$ cat src/rtl/wb_arbiter_2m.sv
// Two-master / one-slave Wishbone B4 classic arbiter, round-robin, grant held for a whole CYC.
// Define WB_ARB_TIMEOUT_EN to build the stalled-slave watchdog (forced ERR after TIMEOUT_CYCLES).
module wb_arbiter_2m #(
  parameter int AW             = 32,
  parameter int DW             = 32,
  parameter int TIMEOUT_CYCLES = 255
) (
  input  logic            wb_clk_i,
  input  logic            wb_rst_n_i,
  input  logic [AW-1:0]   m0_adr_i,
  input  logic [DW-1:0]   m0_dat_i,
  input  logic [DW/8-1:0] m0_sel_i,
  input  logic            m0_we_i,
  input  logic            m0_cyc_i,
  input  logic            m0_stb_i,
  output logic [DW-1:0]   m0_dat_o,
  output logic            m0_ack_o,
  output logic            m0_err_o,
  input  logic [AW-1:0]   m1_adr_i,
  input  logic [DW-1:0]   m1_dat_i,
  input  logic [DW/8-1:0] m1_sel_i,
  input  logic            m1_we_i,
  input  logic            m1_cyc_i,
  input  logic            m1_stb_i,
  output logic [DW-1:0]   m1_dat_o,
  output logic            m1_ack_o,
  output logic            m1_err_o,
  output logic [AW-1:0]   s_adr_o,
  output logic [DW-1:0]   s_dat_o,
  output logic [DW/8-1:0] s_sel_o,
  output logic            s_we_o,
  output logic            s_cyc_o,
  output logic            s_stb_o,
  input  logic [DW-1:0]   s_dat_i,
  input  logic            s_ack_i,
  input  logic            s_err_i,
  output logic [1:0]      gnt_o
);

  if (TIMEOUT_CYCLES < 2 || TIMEOUT_CYCLES > 65535) begin : g_bad_timeout
    $error("wb_arbiter_2m: TIMEOUT_CYCLES out of range 2..65535");
  end

  typedef enum logic [1:0] {IDLE = 2'd0, G0 = 2'd1, G1 = 2'd2} state_t;

  state_t r_state, w_next;
  logic   r_last, w_last_nxt;   // index of the most recently granted master
  logic   w_stb_raw, w_timeout;

  always_ff @(posedge wb_clk_i or negedge wb_rst_n_i) begin
    if (!wb_rst_n_i) begin
      r_state <= IDLE;
      r_last  <= 1'b1;
    end else begin
      r_state <= w_next;
      r_last  <= w_last_nxt;
    end
  end

  always_comb begin
    w_next     = r_state;
    w_last_nxt = r_last;
    case (r_state)
      IDLE: begin
        if (m0_cyc_i && m1_cyc_i) w_next = r_last ? G0 : G1;
        else if (m0_cyc_i)        w_next = G0;
        else if (m1_cyc_i)        w_next = G1;
      end
      G0: if (!m0_cyc_i) w_next = m1_cyc_i ? G1 : IDLE;
      G1: if (!m1_cyc_i) w_next = m0_cyc_i ? G0 : IDLE;
      default: w_next = IDLE;
    endcase
    if (w_next == G0) w_last_nxt = 1'b0;
    if (w_next == G1) w_last_nxt = 1'b1;
  end

  // Slave-side mux driven from the registered grant only
  always_comb begin
    s_adr_o   = '0;
    s_dat_o   = '0;
    s_sel_o   = '0;
    s_we_o    = 1'b0;
    s_cyc_o   = 1'b0;
    w_stb_raw = 1'b0;
    if (r_state == G0) begin
      s_adr_o   = m0_adr_i;
      s_dat_o   = m0_dat_i;
      s_sel_o   = m0_sel_i;
      s_we_o    = m0_we_i;
      s_cyc_o   = m0_cyc_i;
      w_stb_raw = m0_stb_i;
    end else if (r_state == G1) begin
      s_adr_o   = m1_adr_i;
      s_dat_o   = m1_dat_i;
      s_sel_o   = m1_sel_i;
      s_we_o    = m1_we_i;
      s_cyc_o   = m1_cyc_i;
      w_stb_raw = m1_stb_i;
    end
  end

`ifdef WB_ARB_TIMEOUT_EN
  logic [15:0] r_wdog;
  logic        w_stall;

  // Stall is judged on the unmasked strobe so the forced-ERR cycle does not feed back
  assign w_stall   = s_cyc_o & w_stb_raw & ~s_ack_i & ~s_err_i;
  assign w_timeout = w_stall && (r_wdog == 16'(TIMEOUT_CYCLES - 1));

  always_ff @(posedge wb_clk_i or negedge wb_rst_n_i) begin
    if (!wb_rst_n_i)                                    r_wdog <= '0;
    else if (!w_stall || w_timeout || w_next != r_state) r_wdog <= '0;
    else                                                r_wdog <= r_wdog + 16'd1;
  end
`else
  assign w_timeout = 1'b0;
`endif

  assign s_stb_o  = w_stb_raw & ~w_timeout;
  assign gnt_o    = {r_state == G1, r_state == G0};
  assign m0_ack_o = (r_state == G0) & s_ack_i;
  assign m1_ack_o = (r_state == G1) & s_ack_i;
  assign m0_err_o = (r_state == G0) & (s_err_i | w_timeout);
  assign m1_err_o = (r_state == G1) & (s_err_i | w_timeout);
  assign m0_dat_o = s_dat_i;
  assign m1_dat_o = s_dat_i;

endmodule

$ cat config.mk
export PLATFORM = sky130hd
export DESIGN_NAME = wb_arbiter_2m
export DESIGN_NICKNAME = d
export VERILOG_FILES = /design/src/rtl/wb_arbiter_2m.sv
export SDC_FILE = /design/constraint.sdc
export NUM_CORES = 1
export LEC_CHECK = 0
export CAP_MARGIN = 40
export CELL_PAD_IN_SITES_DETAIL_PLACEMENT = 0
export CELL_PAD_IN_SITES_GLOBAL_PLACEMENT = 2
export CORE_AREA = 2 2 122 124
export CTS_BUF_LIST = sky130_fd_sc_hd__clkbuf_4
export CTS_CLUSTER_SIZE = 16
export DETAILED_ROUTE_END_ITERATION = 10
export DIE_AREA = 0 0 124 126
export DONT_BUFFER_PORTS = 1
export GPL_ROUTABILITY_DRIVEN = 0
export HOLD_SLACK_MARGIN = 0.08
export PLACE_DENSITY_LB_ADDON = 0.1
export SYNTH_ARGS = -nofsm -noshare
export SYNTH_HDL_FRONTEND = slang
export SYNTH_SLANG_ARGS = --single-unit
$ cat constraint.sdc
create_clock -name wb_clk_i -period 4.4 [get_ports wb_clk_i]
set_input_delay 0.66 -clock wb_clk_i [delete_from_list [all_inputs] [get_ports wb_clk_i]]
set_output_delay 0.66 -clock wb_clk_i [all_outputs]
set_load 0.03 [all_outputs]
=== Word level (Yosys, flattened, before mapping) ===
Cells that the tools add are included.
Widths: inputs -> output; s select.

* Flip-flop bits (word level): 3
* Input port bits: 178
* Output and inout bits: 141
* Word-level logic and storage cells: 36

* Eq/ne operators: 4
* Reductions and logical operators: 3
* Bitwise logic cells: 4
* Multiplexer cells: 23

{| class="wikitable"
|+ Operator list
! cell !! count
|-
| $mux 32 || 4
|-
| $mux 2 || 7
|-
| $mux 1 || 9
|-
| $mux 4 || 2
|-
| $pmux 2 s3 || 1
|-
| $and 1x1->1 || 4
|-
| $eq 2x1->1 const B || 2
|-
| $eq 2x2->1 const B || 2
|-
| $logic_not 2->1 || 1
|-
| $reduce_bool 2->1 || 1
|-
| $logic_and 1x1->1 || 1
|}

=== Depth between registers and ports, before layout ===
* Word-level depth: 7
* Depth in mapped cells: 4
* Gate-level depth less buffers: 4

=== Worst setup path before layout ===
No wires, ideal clock.

* Kind: reg2out
* Start: reg r_state[1]
* End: out s_adr_o[0]
* Cell stages (with the launch flop): 5
* Arrival time: 1.153 ns
* Path slack: 2.587 ns
* Data required time: 3.740 ns
* Cells stage by stage: dfrtp_1 > nor2b_1 > buf_4 > buf_6 > a22o_1

* Word-level cells in the longest chain between the ends: 3
* Elaborated cells between the ends (all ways): 4

{| class="wikitable"
|+ Ends and longest elaborated chain
! what !! line !! source
|-
| from (decl) || 46 || <nowiki>state_t r_state, w_next;</nowiki>
|-
| from (signal assigned) || 55 || <nowiki>r_state <= w_next;</nowiki>
|-
| $eq 2x2->1 || 92 || <nowiki>end else if (r_state == G1) begin</nowiki>
|-
| $mux 32 || 92 ||
|-
| $mux 32 (*) || 85 || <nowiki>if (r_state == G0) begin</nowiki>
|-
| to (decl) || 28 || <nowiki>output logic [AW-1:0] s_adr_o,</nowiki>
|}

Every way passes the cells marked *; elsewhere a longest branch is shown, timed or not.

=== Final worst setup path ===
* Start: reg r_state[1]
* End: out s_adr_o[0]

* Word-level cells in the longest chain between the ends: 3
* Elaborated cells between the ends (all ways): 4

{| class="wikitable"
|+ Ends and longest elaborated chain
! what !! line !! source
|-
| $eq 2x2->1 || n/a ||
|-
| named net gnt_o[1] || 37 || <nowiki>output logic [1:0] gnt_o</nowiki>
|-
| $mux 32 || 92 ||
|-
| $mux 32 || 85 ||
|}

The timed path passes the listed nets, and every way through them passes these cells.

==> impl_metrics.ini <==
[pwr]
cellPowerDensity_nw_per_um2 = 689.7
leakage_nw = 0.3728
worst_ir_drop_vdd_mv = 0.09526

[cells_and_area]
antenna_cells = 0
nFillCells = 1674
nNetsFinal = 276
seq_area_um2 = 76.32
multi_input_area_um2 = 745.7
area_growth_pct = -24.14
drive_gt1_share_pct = 11.46

[clock_tree]
clkTransAtPathRegs_ns = 0.04
cts_tree = yes
ctsResizeCount = 0
clockRootBuffer = clkbuf_4
clkSinkCount = 3
cts_buffers = 3
clock_latency_ns = 0.23
htreeDepth = 1
hold_buffers = 0
post-cts-setup-buffers = 0
clockBufferDepth = 2

[sta]
timing.fmax_mhz = 318.1
clock_skew_ns = 0.0006568
max_slew.worst_pin.slew_ns = 0.9041
rsz0062_at_grt = false
relSlewSlack_pct = 39.60
hold_viol_final = 0
min_period_ns = 3.143
tns_ns = 0
hold_slack_ns = 0.1235
slew_violations = 0
period_share_pct = 71.44
setup_violations = 0
layout_setup_ws_ns = 1.257

[routing]
dr.pass1.iters = 4
drt_wl_total_um = 5512
via_per_inst = 3.936
first_iter_violations = 37
drc = 0
vias = 1102
routedWlPerCell_um = 19.69
ant_nets = 0

[yosys]
syn_nets = 349
synth-seq-cells = 3
synth.distinct_cells = 17
synth.avg_cell_area_um2 = 8.538
yosys_warnings = 0
synthCells = 170
ys_seq_area_share_pct = 5.259
netlist_area_um2 = 1451

[floorplanning]
core_um2 = 14310
io_pins = 319
die_h_um = 126
initial_core_util_pct = 10.14
rows = 44
die_w_um = 124
fp.dieArea_um2 = 15620

[worst_setup_path]
arrival_ns = 2.48
critical_path_required_ns = 3.74
cp-start-kind = flip-flop
rrSetupSlack_ns = 2.92
r2r_cells = 3
cp_max_fo = 44
regToRegStartpoint = r_state[1]$_DFF_PN0_
critPathCaptureType = primary output
r2r_end = r_last$_DFFE_PN1P_
critical_path_class = flip-flop to primary output

[global_routing]
antenna_found_initial = 0
grt_pass1_wl_um = 7024
grt_pass1_vias = 1133
grtUsageTotal_pct = 5.921
grt-ovfl-total = 0
grt_max_degree = 45

[status]
outcome = complete, no violations

[place]
pre_cts_slack_ns = 1.512
dp_hpwl_um = 4587
port_buffers = 0

[flow_run]
cap_viol_max_count = 0

[worst_hold_path]
hold_class = input port to async pin
-- flip-flops by register name, indices dropped and copies added, names as in the netlist --
signal   count
r_last       1
r_state      2
-- cells by family (layout without fill, tap and decap cells) --
family | Yosys count | count (layout) | synth area share (%)
buffers and inverters | 81 | 7 | 44.40
AO/OA/AOI/OAI | 75 | 75 | 45.00
AND/OR/NAND/NOR | 9 | 9 | 3.707
flip-flops | 3 | 3 | 5.259
adder cells (fa/ha/maj) | 1 | 1 | 0.8619
multiplexers | 1 | 1 | 0.7758
-- how the worst max path moves through the flow --
stage | endpoint | from | slack, ns | cells past startpoint
after floorplan | s_adr_o[0] | r_state[1]$_DFF_PN0_ | 2.59 | 4
after global placement | s_adr_o[2] | r_state[0]$_DFF_PN0_ | 1.61 | 3
after detailed placement | s_adr_o[0] | r_state[1]$_DFF_PN0_ | 1.51 | 3
after CTS | s_dat_o[8] | r_state[1]$_DFF_PN0_ | 1.26 | 3
after global routing | s_adr_o[0] | r_state[1]$_DFF_PN0_ | 1.02 | 3
final | s_adr_o[0] | r_state[1]$_DFF_PN0_ | 1.26 | 3
-- Yosys cell counts, drive strengths merged --
library cell	number	area share (%)
buf	80	44
a22o	71	43
and2	4	1.7
nor2b	3	1.3
dfrtp	2	3.4
dfstp	1	1.8
ha	1	0.86
inv	1	0.26
mux2	1	0.78
nand2b	1	0.43
nor2	1	0.26
o21a	1	0.52
o21ai	1	0.34
o21ba	1	0.69
o32ai	1	0.60
-- stage by stage --
stage                     util, %  std cells  power, mW  cell area [µm²]
after global routing        7.692        280     0.8077             1101
after CTS                   7.692        280     0.7687             1101
after floorplan                 -        170     0.7993             1451
after global placement      7.483        276     0.7087             1071
after detailed placement    7.483        276     0.7091             1071
final                       7.692        280     0.7594             1101
-- critical path, stage by stage (launching register included) --
cell and delay [ns]:
dfrtp_1 0.44, nor2b_4 0.77, buf_4 0.54, a22o_1 0.43
-- layout make-up --
cell class	instances	share of cell area, %
multi-input combinational	86	67.73
clock buffer	4	2.727
tap	184	20.91
sequential	3	6.932
inverter	1	0.3409
timing repair buffer	2	1.364
-- layout by cell type, fill, tap and decap left out, drive strengths merged --
master | synthesis | layout
o21ba | 1 | 1
and2 | 4 | 4
buf | 80 | 2
nand2b | 1 | 1
a22o | 71 | 71
o21a | 1 | 1
clkbuf | 0 | 4
nor2b | 3 | 3
ha | 1 | 1
o21ai | 1 | 1
mux2 | 1 | 1
dfrtp | 2 | 2
dfstp | 1 | 1
nor2 | 1 | 1
inv | 1 | 1
o32ai | 1 | 1
-- where the power goes --
part,switching (mW),total (mW),internal [mW]
Sequential,0.0107,0.0497,0.0390
Combinational,0.507,0.655,0.148
Clock,0.0143,0.0544,0.0401
-- metal layers --
metal	global-route usage, %	wire [µm]
met1	5.853	1781
met2	10.96	2847
met3	2.174	738
met4	2.445	145
met5	0	0
(Power assumes the default switching activity.)
